<file path="config.mk">
export PLATFORM = sky130hd
export DESIGN_NAME = suma1_seq
export DESIGN_NICKNAME = d
export VERILOG_FILES = /design/src/rtl/alu_pkg.sv /design/src/rtl/inc_step.sv /design/src/rtl/suma1_seq.sv
export SDC_FILE = /design/constraint.sdc
export NUM_CORES = 1
export LEC_CHECK = 0
export ABC_CLOCK_PERIOD_IN_PS = 2100
export CAP_MARGIN = 15
export CORE_MARGIN = 4
export CORE_UTILIZATION = 45
export CTS_CLUSTER_DIAMETER = 40
export DETAILED_ROUTE_END_ITERATION = 6
export HOLD_SLACK_MARGIN = 0.06
export PLACE_DENSITY = 0.79
export SLEW_MARGIN = 15
export SYNTH_ARGS = -nofsm -noshare
export SYNTH_HDL_FRONTEND = slang
export SYNTH_SLANG_ARGS = --single-unit
export TNS_END_PERCENT = 10
</file>
<file path="constraint.sdc">
create_clock -name clk -period 2.1 [get_ports clk]
set_input_delay 0.315 -clock clk [delete_from_list [all_inputs] [get_ports clk]]
set_output_delay 0.315 -clock clk [all_outputs]
set_load 0.03 [all_outputs]
</file>
<file path="src/rtl/alu_pkg.sv">
// Shared ALU definitions: sequencer state encoding, flag bit positions and default widths.
package alu_pkg;

    localparam int ANCHO_DEF = 4;
    localparam int CW_DEF    = 4;

    localparam int FLAG_CARRY = 0;
    localparam int FLAG_ZERO  = 1;

    typedef enum logic [1:0] {
        IDLE,
        RUN,
        DONE
    } state_t;

endpackage

</file>
<file path="src/rtl/inc_step.sv">
// Combinational +1 step with carry-out of the all-ones case.
// SUMA1_SATURATE_EN: holds all-ones instead of wrapping to zero.
module inc_step #(
    parameter int W = 4
) (
    input  logic [W-1:0] x,
    output logic [W-1:0] y,
    output logic         co
);

    assign co = &x;

`ifdef SUMA1_SATURATE_EN
    assign y = co ? x : x + W'(1);
`else
    assign y = x + W'(1);
`endif

endmodule

</file>
<file path="src/rtl/suma1_seq.sv">
// Multi-cycle increment sequencer: selects a or b, applies pasos +1 steps and returns the result with flags.
// Saturating steps instead of wrap-around when SUMA1_SATURATE_EN is defined (see inc_step).
module suma1_seq
    import alu_pkg::*;
#(
    parameter int ancho = ANCHO_DEF,
    parameter int CW    = CW_DEF
) (
    input  logic             clk,
    input  logic             rst_n,
    input  logic             start_valid,
    output logic             start_ready,
    input  logic [ancho-1:0] a,
    input  logic [ancho-1:0] b,
    input  logic             aluflagin,
    input  logic [CW-1:0]    pasos,
    output logic [ancho-1:0] aluresult,
    output logic [1:0]       aluflags,
    output logic             res_valid,
    input  logic             res_ready
);

    state_t           state, state_nx;
    logic [ancho-1:0] acc;
    logic [CW-1:0]    cnt;
    logic             carry;
    logic [ancho-1:0] res_q;
    logic [1:0]       flags_q;
    logic [ancho-1:0] step_sum;
    logic             step_co;
    logic [ancho-1:0] sel_op;
    logic             accept;
    logic             last_step;

    inc_step #(.W(ancho)) u_inc (
        .x  (acc),
        .y  (step_sum),
        .co (step_co)
    );

    assign sel_op    = aluflagin ? b : a;
    assign accept    = start_valid && start_ready;
    assign last_step = (cnt == CW'(1));

    always_ff @(posedge clk or negedge rst_n) begin
        if (!rst_n) state <= IDLE;
        else        state <= state_nx;
    end

    always_comb begin
        state_nx = state;
        case (state)
            IDLE: if (accept) state_nx = (pasos != '0) ? RUN : DONE;
            RUN:  if (last_step) state_nx = DONE;
            DONE: if (res_ready) state_nx = IDLE;
            default: state_nx = IDLE;
        endcase
    end

    always_comb begin
        start_ready = (state == IDLE);
        res_valid   = (state == DONE);
    end

    // Result and flags are captured on the edge entering DONE, so they stay put through DONE and IDLE.
    always_ff @(posedge clk or negedge rst_n) begin
        if (!rst_n) begin
            acc     <= '0;
            cnt     <= '0;
            carry   <= 1'b0;
            res_q   <= '0;
            flags_q <= '0;
        end else begin
            case (state)
                IDLE: begin
                    if (accept) begin
                        acc   <= sel_op;
                        cnt   <= pasos;
                        carry <= 1'b0;
                        if (pasos == '0) begin
                            res_q               <= sel_op;
                            flags_q[FLAG_ZERO]  <= (sel_op == '0);
                            flags_q[FLAG_CARRY] <= 1'b0;
                        end
                    end
                end
                RUN: begin
                    acc   <= step_sum;
                    cnt   <= cnt - CW'(1);
                    carry <= carry | step_co;
                    if (last_step) begin
                        res_q               <= step_sum;
                        flags_q[FLAG_ZERO]  <= (step_sum == '0);
                        flags_q[FLAG_CARRY] <= carry | step_co;
                    end
                end
                default: ;
            endcase
        end
    end

    assign aluresult = res_q;
    assign aluflags  = flags_q;

endmodule

</file>
==> impl_results.md, run 1 <==
* Setup TNS at 0 ps
* Unrepaired setup endpoints after global routing: false
* Hold Slack at 337 ps
* Setup Viol. Count Final at 0
* Register bit total from synthesis at 17
* Yosys top cell area share at 40.1%
* Top post-synthesis cells by area: dfrtp_1, mux2_2, a21oi_1
* Global route total overflow at 0
* Worst-Skew Late Latency at 280 ps
* WP data arrival at 1650 ps
* Post-CTS setup buffer count at 0
* Post-Syn Area at 1060 µm²
* Slowest-stage cell, CP: clkdlybuf4s50_1
* FF-to-FF Start: state[0]
* CP Cell Sequence: nor2b_1 > clkdlybuf4s50_1
* Total GRT Usage at 14.4%
* I/O pins at 25
* Seq pwr share at 34.0%
* Share of cells above drive strength 1 at 16.2%
* RePlAce Congestion at 0.838
* Final min period at 1960 ps
* Largest stage delay, worst path at 690 ps
* Core Area at 2230 µm²
* Worst-path clk slew at 100 ps
* TritonCTS clock tree: yes
* Htree depth at 1
* F_max at 510 MHz
* Layout Utilization at 61.2%
* Clock buffer depth at 2
* Clock network power share at 9.4%
* Fin nets at 157
* CP startpoint kind: flop
* Area leader, netlist: dfrtp_1
* Die Area at 3200 µm²
* # DRC at 0
* Die height at 56.6 µm
* Relative slew margins at 74.2%
* Net Switching at 0.000794 W
* Register area share after synthesis at 40.1%
* Internal power at 0.00105 W
* Synth top cells by count: dfrtp_1, a21oi_1, nand2_1
* Asr flop ratio synth at 100%
* Hold WC Path Type: primary input to asynchronous set/reset pin
* EDFF count, synth at 0
* Worst VDD drop at 0.785 mV
* Initial antenna violation count at 0
* P per Cell Area at 1350 nW/µm²
* Outcome: finished clean
* Fillcell total at 189
* Switch share at 43.1%
* Endpoints failing hold at 0
* Setup CP Type: flop to primary output
* Routed Antenna Nets at 0
* Drt wl/cell at 13.6 µm
* DP HPWL at 1800 µm
* Top FF cell, synth: dfrtp_1
* Syn Inst Count at 108
* Via count at 910
* Max-cap violations at 0
* Crit end category: primary output
* Hold bufs inserted after CTS at 0
* Area Overhead vs Synth at 28.8%
* CTS root buf: clkbuf_4
* Static Leakage at 0.611 nW
* Num rows at 17
* Initial drt markers at 22
* Distinct cells, synth at 38
* Critical path launch point: state[0]
* Number of global-route vias before repair at 868
* Pins Over Slew Limit at 0
* Worst EP required at 1780 ps
* Num CTS Buffers at 3
* Combinational group share of total power at 56.6%
* Clock skew at 5.43 ps
* Global-route wire length before repair at 3670 µm
* Largest net degree at the start of global routing at 18
* # port buffers at 24
* CP Max Fanout at 8
* Worst-margin pin slew at 386 ps
* Initial Utilization at 47.5%
* Syn_nets at 128
* Placed Area at 1340 µm²
* Post-route cell area at 1370 µm²
* DR vias/cell at 5.55
* N_diodes at 0
* Post-Syn Area per Cell at 9.82 µm²
* Pre-antenna DRT Iters at 4
* Ys Warns at 0
* Count leader, synth: dfrtp_1
* Die W at 56.6 µm
* Total Wirelength at 2230 µm
* Fin crit share at 93.4%
* Clk sinks at 17
==> power by group through the flow <==
stage | clock network [W] | registers (W) | logic (W)
4_1_cts | 0.000175 | 0.000622 | 0.00105
3_5_place_dp | 0 | 0.000629 | 0.00104
5_1_grt | 0.000185 | 0.000646 | 0.00114
6_report | 0.000172 | 0.000626 | 0.00104
2_1_floorplan | 0 | 0.000680 | 0.000677
3_3_place_gp | 0 | 0.000625 | 0.00101
==> cell type report <==
cell class	instances	area (µm²)	share of cell area, %
Clock buffer	4	26.3	1.92
Inverter	8	30.0	2.20
Multi-Input combinational cell	77	562	41.1
Sequential cell	17	425	31.1
Tap cell	28	35.0	2.56
Timing Repair Buffer	30	288	21.1
==> sequential cells by signal, indices dropped and copies added, names as in the netlist <==
| name | cells |
|---|---|
| acc | 4 |
| aluflags | 2 |
| aluresult | 4 |
| carry | 1 |
| cnt | 4 |
| state | 2 |
==> cells in the final DEF (no fill, tap or decap), types with 2 or more instances in the layout <==
cell type / instances
a21oi_1: 9
dfrtp_1: 17
nand3_1: 2
a21o_1: 2
clkdlybuf4s50_1: 23
nand2_1: 9
buf_4: 6
nor2_1: 6
ha_1: 3
clkbuf_4: 3
o21ai_0: 8
o22a_1: 3
a22oi_1: 2
nand2b_1: 2
inv_1: 8
nor2b_1: 2
mux2_2: 6
mux2i_1: 2
xor2_1: 3
==> layer usage <==
metal	vias up	routed length, µm	track usage, %
li1	437	-	-
met1	441	1020	18.5
met2	28	1100	24.8
met3	4	90	2.76
met4	0	21	3.05
met5	-	0	0
==> logic make-up (layout without fill, tap and decap cells) <==
family / count (synthesis) / in the layout / share of synthesized area, %
compound gates: 34 / 34 / 23.5
simple gates: 29 / 29 / 15.2
flops: 17 / 17 / 40.1
buf+inv: 14 / 42 / 6.96
mux: 8 / 8 / 8.25
fa+ha+maj: 3 / 3 / 3.54
xor+xnor: 3 / 3 / 2.48
==> critical path, delay by kind of cell (launching register included) <==
| family | cells | cell delay (ps) |
|---|---|---|
| buffers and inverters | 1 | 690 |
| flip-flops | 1 | 480 |
| AND/OR/NAND/NOR | 1 | 190 |
==> per-stage QoR <==
stage               setup slack (ps)  total power [W]  instances
detailed placement               168          0.00167        160
global placement                 203          0.00163        160
floorplan                        673          0.00136        108
finish                           139          0.00184        164
CTS                             40.0          0.00184        164
global route                    50.4          0.00197        164
==> timing repair <==
item                                    CTS  global route
endpoints found under the hold margin     0             0
gates resized for setup                   0             1
endpoints found under the setup margin    0             1
==> final timing paths <==
| kind | to | slack (ps) | depth (start not counted) |
|---|---|---|---|
| setup / recovery | res_valid | 140 | 2 |
| hold / removal | cnt[1] | 340 | 2 |
| setup reg to reg | aluflags[1] | 480 | 5 |
| hold reg to reg | aluflags[0] | 520 | 2 |
| max in group asynchronous | carry | 1570 | 2 |
| min in group clk | aluflags[0] | 520 | 2 |
Note: power is estimated with default switching activity, not from simulation.
==> run 2, diff against run 1 <==
- CORE_ASPECT_RATIO: unset -> 1.1
==> run 2 against run 1 <==
Net effect: worst setup slack got worse by 48 ps; sequential power grew 1%; die area about the same; critical endpoint unchanged.
==> impl_results.md, run 2 (synthesis results as in run 1) <==
* Outcome: finished clean
* Worst-path clk slew at 90 ps
* Unrepaired setup endpoints after global routing: false
* WP data arrival at 1690 ps
* Global-route wire length before repair at 3960 µm
* Htree depth at 1
* Commonest cells after routing, fill and taps aside: clkdlybuf4s50_1, dfrtp_1, a21oi_1, nand2_1
* Fin crit share at 95.7%
* DR vias/cell at 5.48
* Clock buffer depth at 2
* Initial Utilization at 47.1%
* Setup CP Type: flop to primary output
* Die height at 58.9 µm
* P per Cell Area at 1350 nW/µm²
* TritonCTS clock tree: yes
* Initial antenna violation count at 0
* Number of global-route vias before repair at 917
* Multi-input gate area at 562 µm²
* Drt wl/cell at 14.8 µm
* Worst VDD drop at 0.764 mV
* # resized after CTS at 0
* Worst-margin pin slew at 390 ps
* Core Area at 2250 µm²
* CTS root buf: clkbuf_4
* Share of cells above drive strength 1 at 14.9%
* Crit end category: primary output
* Fillcell total at 217
* # DRC at 0
* Setup TNS at 0 ps
* Storage cell area at 425 µm²
* N_diodes at 0
* Relative slew margins at 74.0%
* Worst-Skew Late Latency at 280 ps
* Total Wirelength at 2430 µm
* Final worst slack at 91.2 ps
* Place WS at 162 ps
* CP startpoint kind: flop
* Hold WC Path Type: primary input to asynchronous set/reset pin
* Initial drt markers at 11
* Endpoints failing hold at 0
* Reg2reg setup slack at 430 ps
* Commonest non-fill, non-tap cell in the layout: clkdlybuf4s50_1
* DP HPWL at 1930 µm
* Fin nets at 155
* I/O pins at 25
* Max-cap violations at 0
* Num CTS Buffers at 3
* Hold bufs inserted after CTS at 0
* Area Overhead vs Synth at 27.4%
* Worst EP required at 1780 ps
* Post-CTS setup buffer count at 0
* Via count at 899
* CP Max Fanout at 10
* F_max at 498 MHz
* Final min period at 2010 ps
* # port buffers at 24
* Die W at 54.3 µm
* Pre-antenna DRT Iters at 4
* Pins Over Slew Limit at 0
* Global route total overflow at 0
* Routed Antenna Nets at 0
* Num rows at 18
* Setup Viol. Count Final at 0
* Total GRT Usage at 17.0%
* Clk sinks at 17
* Largest net degree at the start of global routing at 18
* Static Leakage at 0.589 nW
* Clock skew at 5.13 ps
* RePlAce Congestion at 0.829
* Die Area at 3200 µm²
==> run 2: changes by cell type in the layout (fill, tap and decap cells not counted), sizes merged <==
cell	change
buf	-2
clkdlybuf4s50	+1
dlymetal6s2s	-1
==> run 2: worst paths after layout <==
path                                 to         start  depth (start not counted)
max reg2reg                 aluflags[1]      state[0]                          5
max                           res_valid      state[0]                          2
max in group asynchronous  aluresult[3]         rst_n                          2
min reg2reg                aluresult[2]  aluresult[2]                          1
min in group clk           aluresult[2]  aluresult[2]                          1
min                              cnt[2]         rst_n                          2
==> run 2: metal layers <==
layer | global-route usage, % | vias up | wire, µm
met1 | 19.7 | 436 | 971
met4 | 8.19 | 0 | 57
met5 | 0 | - | 0
met2 | 29.7 | 24 | 1270
li1 | - | 433 | -
met3 | 2.53 | 6 | 131
==> run 2: area by class of cell <==
| type | count | share of cell area [%] |
|---|---|---|
| Multi-Input combinational cell | 77 | 41.6 |
| Sequential cell | 17 | 31.5 |
| Timing Repair Buffer | 28 | 20.0 |
| Tap cell | 30 | 2.78 |
| Inverter | 8 | 2.22 |
| Clock buffer | 4 | 1.94 |
==> run 2: report_power, final <==
| part | switching (W) | internal (W) |
|---|---|---|
| registers | 0.000151 | 0.000481 |
| clock network | 0.0000947 | 0.0000736 |
| logic | 0.000550 | 0.000477 |
| total | 0.000796 | 0.00103 |
==> run 2: worst max-delay path, stage by stage, from the launching register on <==
cell and delay (ps):
dfrtp_1 520, nor2b_1 200, clkdlybuf4s50_1 700
==> run 2: stage by stage <==
stage | util, % | hold slack, ps | cell area [µm²] | power [W] | std cells
2_1_floorplan | - | 19.4 | 1060 | 0.00136 | 108
3_3_place_gp | 58.8 | 494 | 1330 | 0.00162 | 160
3_5_place_dp | 58.8 | 503 | 1330 | 0.00167 | 160
4_1_cts | 60.0 | 350 | 1350 | 0.00184 | 164
5_1_grt | 60.0 | 331 | 1350 | 0.00198 | 164
6_report | 60.0 | 351 | 1350 | 0.00183 | 164
